File: config.mk
export PLATFORM = sky130hd
export DESIGN_NAME = bp_pht_ctrl
export DESIGN_NICKNAME = d
export VERILOG_FILES = /design/src/rtl/bp_pkg.sv /design/src/rtl/bp_upd_fifo.sv /design/src/rtl/bp_pht_ctrl.sv
export SDC_FILE = /design/constraint.sdc
export NUM_CORES = 1
export LEC_CHECK = 0
export CAP_MARGIN = 20
export CORE_ASPECT_RATIO = 0.8
export CORE_MARGIN = 4
export CORE_UTILIZATION = 59
export DETAILED_ROUTE_END_ITERATION = 8
export PLACE_DENSITY = 0.76
export SYNTH_ARGS = -nofsm -noshare
export SYNTH_HDL_FRONTEND = slang
export SYNTH_SLANG_ARGS = --single-unit
File: constraint.sdc
create_clock -name clk -period 7.45 [get_ports clk]
set_clock_uncertainty 0.05 [all_clocks]
set_input_delay 2.235 -clock clk [delete_from_list [all_inputs] [get_ports clk]]
set_output_delay 2.235 -clock clk [all_outputs]
set_load 0.005 [all_outputs]
File: src/rtl/bp_pkg.sv
// Shared definitions for the branch pattern history table controller:
// 2-bit counter encoding, controller state type and the saturating update rule.
package bp_pkg;

  localparam logic [1:0] SNT = 2'b00;
  localparam logic [1:0] WNT = 2'b01;
  localparam logic [1:0] WT  = 2'b10;
  localparam logic [1:0] ST  = 2'b11;

  typedef enum logic {INIT, RUN} state_t;

  // Taken moves toward ST, not-taken toward SNT, both saturating.
  function automatic logic [1:0] sat_update(input logic [1:0] cnt, input logic taken);
    logic [1:0] res;
    if (taken) begin
      res = (cnt == ST) ? ST : cnt + 2'd1;
    end else begin
      res = (cnt == SNT) ? SNT : cnt - 2'd1;
    end
    return res;
  endfunction

endpackage

File: src/rtl/bp_upd_fifo.sv
// Small synchronous FIFO holding resolved-branch updates ({idx, taken})
// until the single table write port can retire them.
module bp_upd_fifo #(
  parameter int DEPTH = 4,
  parameter int W     = 7
) (
  input  logic                     clk,
  input  logic                     rst_n,
  input  logic                     push,
  input  logic [W-1:0]             push_data,
  input  logic                     pop,
  output logic [W-1:0]             pop_data,
  output logic                     full,
  output logic                     empty,
  output logic [$clog2(DEPTH):0]   count
);

  localparam int AW = $clog2(DEPTH);

  logic [W-1:0]  mem [DEPTH];
  logic [AW-1:0] rd_ptr;
  logic [AW-1:0] wr_ptr;
  logic          do_push;
  logic          do_pop;

  assign full     = (count == (AW+1)'(DEPTH));
  assign empty    = (count == '0);
  assign do_push  = push && !full;
  assign do_pop   = pop && !empty;
  assign pop_data = mem[rd_ptr];

  // Storage array; entries need no reset since count gates their visibility.
  always_ff @(posedge clk) begin
    if (do_push) begin
      mem[wr_ptr] <= push_data;
    end
  end

  // Pointers wrap naturally (power-of-2 depth); simultaneous push/pop leaves count unchanged.
  always_ff @(posedge clk) begin
    if (!rst_n) begin
      rd_ptr <= '0;
      wr_ptr <= '0;
      count  <= '0;
    end else begin
      if (do_push) wr_ptr <= wr_ptr + 1'b1;
      if (do_pop)  rd_ptr <= rd_ptr + 1'b1;
      case ({do_push, do_pop})
        2'b10:   count <= count + 1'b1;
        2'b01:   count <= count - 1'b1;
        default: count <= count;
      endcase
    end
  end

endmodule

File: src/rtl/bp_pht_ctrl.sv
// Pattern history table controller: combinational fetch lookup, queued
// EX-stage updates retired one per cycle, and a post-reset init sweep.
// Optional gshare indexing is enabled by defining BP_GSHARE_EN.
module bp_pht_ctrl
  import bp_pkg::*;
#(
  parameter int PC_W    = 32,
  parameter int IDX_W   = 6,
  parameter int Q_DEPTH = 4,
  parameter int GHR_W   = 6
) (
  input  logic             clk,
  input  logic             rst_n,
  input  logic [PC_W-1:0]  lk_pc,
  output logic             lk_pred,
  output logic [IDX_W-1:0] lk_idx,
  input  logic             upd_valid,
  output logic             upd_ready,
  input  logic [IDX_W-1:0] upd_idx,
  input  logic             upd_taken,
  output logic             init_done,
  output logic             busy
);

  localparam int ENTRIES = 2**IDX_W;
  localparam int QCW     = $clog2(Q_DEPTH) + 1;

  state_t           state;
  state_t           state_next;
  logic [IDX_W-1:0] sweep_ptr;
  logic [1:0]       pht [ENTRIES];

  logic             push;
  logic             pop;
  logic             q_full;
  logic             q_empty;
  logic [QCW-1:0]   q_count;
  logic [IDX_W:0]   head;
  logic [IDX_W-1:0] head_idx;
  logic             head_taken;
  logic [IDX_W-1:0] pc_idx;

  logic             unused_pc;
  assign unused_pc = ^{lk_pc[PC_W-1:IDX_W+2], lk_pc[1:0]};

  assign pc_idx     = lk_pc[IDX_W+1:2];
  assign push       = upd_valid && upd_ready;
  assign pop        = (state == RUN) && !q_empty;
  assign head_idx   = head[IDX_W:1];
  assign head_taken = head[0];

`ifdef BP_GSHARE_EN
  logic [GHR_W-1:0] ghr;

  // Non-speculative global history: shifts in the outcome of each accepted update.
  always_ff @(posedge clk) begin
    if (!rst_n) begin
      ghr <= '0;
    end else if (push) begin
      ghr <= {ghr[GHR_W-2:0], upd_taken};
    end
  end

  assign lk_idx = pc_idx ^ IDX_W'(ghr);
`else
  localparam int unused_ghr_w = GHR_W;
  assign lk_idx = pc_idx;
`endif

  bp_upd_fifo #(
    .DEPTH (Q_DEPTH),
    .W     (IDX_W + 1)
  ) u_fifo (
    .clk       (clk),
    .rst_n     (rst_n),
    .push      (push),
    .push_data ({upd_idx, upd_taken}),
    .pop       (pop),
    .pop_data  (head),
    .full      (q_full),
    .empty     (q_empty),
    .count     (q_count)
  );

  // State register and sweep pointer; reset restarts the init sweep from entry 0.
  always_ff @(posedge clk) begin
    if (!rst_n) begin
      state     <= INIT;
      sweep_ptr <= '0;
    end else begin
      state <= state_next;
      if (state == INIT) begin
        sweep_ptr <= sweep_ptr + 1'b1;
      end
    end
  end

  // Next state and handshake/status outputs; the sweep ends after the last entry.
  always_comb begin
    state_next = state;
    upd_ready  = 1'b0;
    init_done  = 1'b0;
    busy       = 1'b1;
    lk_pred    = 1'b0;
    case (state)
      INIT: begin
        if (&sweep_ptr) begin
          state_next = RUN;
        end
      end
      RUN: begin
        upd_ready = !q_full;
        init_done = 1'b1;
        busy      = (q_count != '0);
        lk_pred   = pht[lk_idx][1];
      end
      default: state_next = INIT;
    endcase
  end

  // Single table write port: init sweep writes WNT, otherwise the queue head does its RMW.
  always_ff @(posedge clk) begin
    if (rst_n) begin
      if (state == INIT) begin
        pht[sweep_ptr] <= WNT;
      end else if (pop) begin
        pht[head_idx] <= sat_update(pht[head_idx], head_taken);
      end
    end
  end

endmodule
After elaboration in Yosys (flattened, before gate mapping)
Memory sizes are Yosys's and may differ from the RTL's. A register that Yosys moved wholly into a read port is not among the register bits.
Cells that the tools add are included.

cells by class
  multiplexer cells = 27
  reduce and logical (&&, ||, !) cells = 12
  add/subtract/negate cells = 7
  equal/unequal tests = 4

operators with widths
  operator                                                                number
  2-bit two-way mux                                                       9
  1-bit two-way mux                                                       16
  2-bit by 1-bit adder with 2-bit output (second input constant)          3
  6-bit by 1-bit adder with 6-bit output (second input constant)          1
  6-bit two-way mux                                                       1
  3-bit one-hot mux with 2 select lines                                   1
  6-bit AND reduction                                                     1
  2-bit equality test (second input constant)                             2
  1-bit logical AND                                                       4
  3-bit by 1-bit adder with 3-bit output (second input constant)          1
  3-bit equality test (second input constant)                             1
  3-bit zero test                                                         1
  3-bit nonzero test                                                      1
  3-bit by 1-bit subtractor with 3-bit output (second input constant)     1
  2-bit by 1-bit equality test with 1-bit output (second input constant)  1
  1-bit zero test                                                         2
  2-bit zero test                                                         1
  2-bit nonzero test                                                      1
  2-bit OR reduction                                                      1
  2-bit by 1-bit subtractor with 2-bit output (second input constant)     1

storage, ports and cells
  memory bits (writable) = 156
  bits in registers = 14
  input bits = 42
  word-level logic and storage cells = 57
  memories kept = 2
  output and inout bits = 10

memory list
  name        words  bits a word  rd ports  clocked after Yosys merged registers in  write ports  RTL line           text
  pht         64     2            2         0                                        1            bp_pht_ctrl.sv:31  logic [1:0] pht [ENTRIES];
  u_fifo.mem  4      7            1         1                                        1            bp_upd_fifo.sv:20  logic [W-1:0] mem [DEPTH];

Logic depth before layout (Yosys ltp)
  depth in word-level cells = 9
  gate-level depth with buffers = 12
  mapped depth without buffers = 10

Modules after synthesis
Synthesis repeated with hierarchy kept, for this count alone.

unflattened totals
  cell total of the unflattened synthesis = 519
  area total of the unflattened synthesis = 7,940.1 um2

by module, submodules not included
  module       cells each  sequential area each (um2)  times used  area each (um2)
  bp_pht_ctrl  428         3,983.8                     1           6,438.7
  bp_upd_fifo  91          1,021.0                     1           1,501.4

Least setup slack after synthesis
Ideal clock, no wire load.

  kind = input port to output port
  from = input lk_pc[2]
  to = output lk_pred
  stages on the path = 6
  slack = 0.617 ns
  data arrival time = 4.548 ns
  required time = 5.165 ns
  path buffers = 2
  cell sequence = clkbuf_1 -> buf_2 -> mux4_2 -> mux4_2 -> mux4_2 -> and2_1

between the ends
  word-level cells in the longest chain between the ends = 2

ends and longest elaborated chain
  element             RTL line            text
  start: declaration  bp_pht_ctrl.sv:14   input logic [PC_W-1:0] lk_pc,
  memory 64 x 2 bit   -
  1-bit two-way mux   bp_pht_ctrl.sv:105  case (state)
  end: declaration    bp_pht_ctrl.sv:15   output logic lk_pred,

No other way between the ends.

Worst setup path in the final report
  from = input lk_pc[3]
  to = output lk_pred

The elaborated chain is that of the path after synthesis.

==> reports/results.ini <==
[run_status]
status = finished clean

[power]
p_int_mw = 1.56
power_per_cell_area_mw_per_mm2 = 216
comb_power_share_pct = 2.8
irDropWorstVdd_mv = 0.221
switchingPower_mw = 0.382
power_frac_seq_pct = 53.7
p_clk_share_pct = 43.4
swShare_pct = 19.7
p_leak_nw = 3.05

[global_route]
grt_overflow = 0
grt_usage_pct = 23.5
antenna_found_initial = 0
grt_pass1_vias = 4763
grt_pass1_wl_mm = 27.4
grt_max_degree = 48

[die]
core_mm2 = 0.0131
fp.dieH_um = 112
die_w_um = 138
start_util_pct = 61.2
dieArea_mm2 = 0.0155
io_pins = 52
fp-row-count = 37

[clock_tree]
cts_root_buf = clkbuf_16
cts_tree = done
clkTransAtPathRegs_ns = 0.06
clkSinkCount = 172
clk_latency_ns = 0.44
clk_path_buf_depth = 2
cts_buffers = 17
cts-hold-fix-buffers = 0
htree_levels = 4

[route]
via_count = 4740
firstDrtPassIters = 5
wl_per_cell_um = 23.0
wirelength_mm = 17.4
viasPerCell = 6.26
first_iter_violations = 410
drc = 0
drtAntennaViolNets = 0

[timing]
setup_viol = 0
relSlewSlack_pct = 47.0
fmax_ghz = 0.139
finalMaxSlewViolations = 0
period_share_pct = 96.3
timing.final.ws_setup_ns = 0.277
min_period_ns = 7.17
rsz0062_at_grt = no
finalSetupTns_ns = 0
hold_viol_final = 0
tightest_slew_ns = 0.792

[synthesis]
synth-edff-count = 156
synth_top_area_share_pct = 58.4
synth_top_cell_by_area = edfxtp_1
synth_cells = 548
ys_warn_count = 0
ys_ff_latch = 172
yosysMostFrequentCell = edfxtp_1
synthArstFlopShare_pct = 0
synth_ff_type = edfxtp_1
yosysSeqAreaShare_pct = 62.4
syn_nets = 597
synth.distinct_cells = 48
synth_area_mm2 = 0.00802
synth_commonest_cells = edfxtp_1, nor2_1, mux2i_1
syn_area_per_cell_um2 = 14.6
synth.area.top_cells = edfxtp_1, mux4_2, mux2i_1

[run]
drv_cap = 0

[worst_setup_path]
cp-end-kind = primary output
worstPathArrival_ns = 4.89
startpoint_type = primary input
worstSetupPathType = primary input to primary output
cp_max_fo = 17
crit_required_ns = 5.16

[place]
dpl.cell_count = 724
place_ws_ns = 0.0343
dpl.hpwl_mm = 11.6
place.gp.congestion = 0.816
place.port_buffers = 25

[cells_and_area]
nNetsFinal = 618
nFillCells = 863
fin_cells = 757
antenna_cells = 0
seqCellArea_mm2 = 0.00500
multi_input_area_mm2 = 0.00282
drive_gt1_share_pct = 13.7
syn2layout_area_growth_pct = 12.3

[hold_path]
worstHoldPathType = flip-flop to flip-flop

-- stage by stage --
step	hold slack, ns	util [%]	total power, mW	area [um^2]
after floorplan	0.426	-	1.09	8020
after global placement	0.444	64.1	1.12	8400
after detailed placement	0.465	64.1	1.12	8400
after CTS	0.473	68.5	1.95	8980
after global routing	0.501	68.7	2.00	9010
final	0.475	68.7	1.94	9010
-- flip-flops by register name (all words and copies together) (netlist names), named ones only --
name           cells
pht              128
state              1
sweep_ptr          6
u_fifo.count       3
u_fifo.mem        28
u_fifo.rd_ptr      2
u_fifo.wr_ptr      2
-- power groups by stage --
| stage | registers, mW | clock network, mW | logic [mW] |
|---|---|---|---|
| final | 1.05 | 0.844 | 0.0553 |
| after CTS | 1.04 | 0.853 | 0.0529 |
| after global routing | 1.04 | 0.900 | 0.0586 |
| after detailed placement | 1.07 | 0 | 0.0528 |
| after floorplan | 1.06 | 0 | 0.0274 |
| after global placement | 1.07 | 0 | 0.0511 |
-- worst paths after layout --
kind	from	to	slack, ns	depth (start not counted)
setup / recovery	lk_pc[3]	lk_pred	0.28	7
hold reg to reg	u_fifo.wr_ptr[1]$_SDFFE_PN0P_	u_fifo.wr_ptr[1]$_SDFFE_PN0P_	0.48	2
setup reg to reg	flip-flop	pht[22][0]$_DFFE_PP_	2.63	10
hold / removal	u_fifo.wr_ptr[1]$_SDFFE_PN0P_	u_fifo.wr_ptr[1]$_SDFFE_PN0P_	0.48	2
-- worst max-delay path, cell delays in order --
cell and delay, ns:
clkdlybuf4s50_1 0.51, buf_12 0.18, mux4_2 0.32, mux4_2 0.52, mux4_2 0.51, and2_1 0.17, clkdlybuf4s50_1 0.43
-- timing repair --
action	in CTS	in global routing
setup buffers	0	0
gates resized for setup	0	1
setup endpoints to repair	0	1
-- cell type report --
cell class              count  area share, %
clock inverters             9          0.959
repair buffers             33           3.95
clock buffers              23           5.42
well taps                 175           2.43
inverters                   8          0.333
multi-input cells         337           31.3
flip-flops and latches    172           55.6
-- routing by layer --
| metal | vias up | share of wire, % | routed length, um | global-route usage (%) |
|---|---|---|---|---|
| met3 | 31 | 8.7 | 1520 | 8.26 |
| met4 | 0 | 1.9 | 327 | 7.04 |
| met2 | 197 | 47 | 8260 | 36.2 |
| li1 | 2121 | - | - | - |
| met5 | - | 0 | 0 | 0 |
| met1 | 2391 | 42 | 7300 | 31.9 |
-- kinds of logic (layout without fill, tap and decap cells) --
family / after synthesis / count (layout) / share of synthesized area [%]
buf+inv: 39 / 73 / 2.75
flops: 172 / 172 / 62.4
fa+ha+maj: 7 / 7 / 1.19
simple gates: 166 / 166 / 9.14
mux: 115 / 115 / 19.8
xor+xnor: 9 / 9 / 0.983
compound gates: 40 / 40 / 3.75
-- cells in the final DEF (no fill, tap or decap), types with 2 or more instances in the layout --
cell	Yosys	final
inv_1	8	8
nand2_1	33	33
xnor2_1	6	6
mux2i_1	68	68
a31oi_1	3	3
clkbuf_8	0	4
clkinv_4	0	3
nand4_1	2	2
a21oi_1	3	3
mux4_2	33	33
nor2_1	85	85
and2_1	13	13
clkinv_2	0	2
nor3_1	3	3
clkbuf_1	8	2
a21boi_0	3	3
or3_1	3	3
o21ai_0	3	3
edfxtp_1	156	156
xor2_1	3	3
clkdlybuf4s50_1	0	24
mux2_2	7	7
dfxtp_1	16	16
clkbuf_16	0	18
nor2b_1	7	7
a41oi_1	2	2
a211o_1	2	2
buf_4	9	5
and3_1	7	7
o211ai_1	7	7
nand2b_1	2	2
nand3_1	7	7
o2111ai_1	2	2
a22oi_1	7	7
a2111oi_0	2	2
mux2_1	6	6
buf_12	0	2
ha_1	6	6
Note: power is estimated with default switching activity, not from simulation.
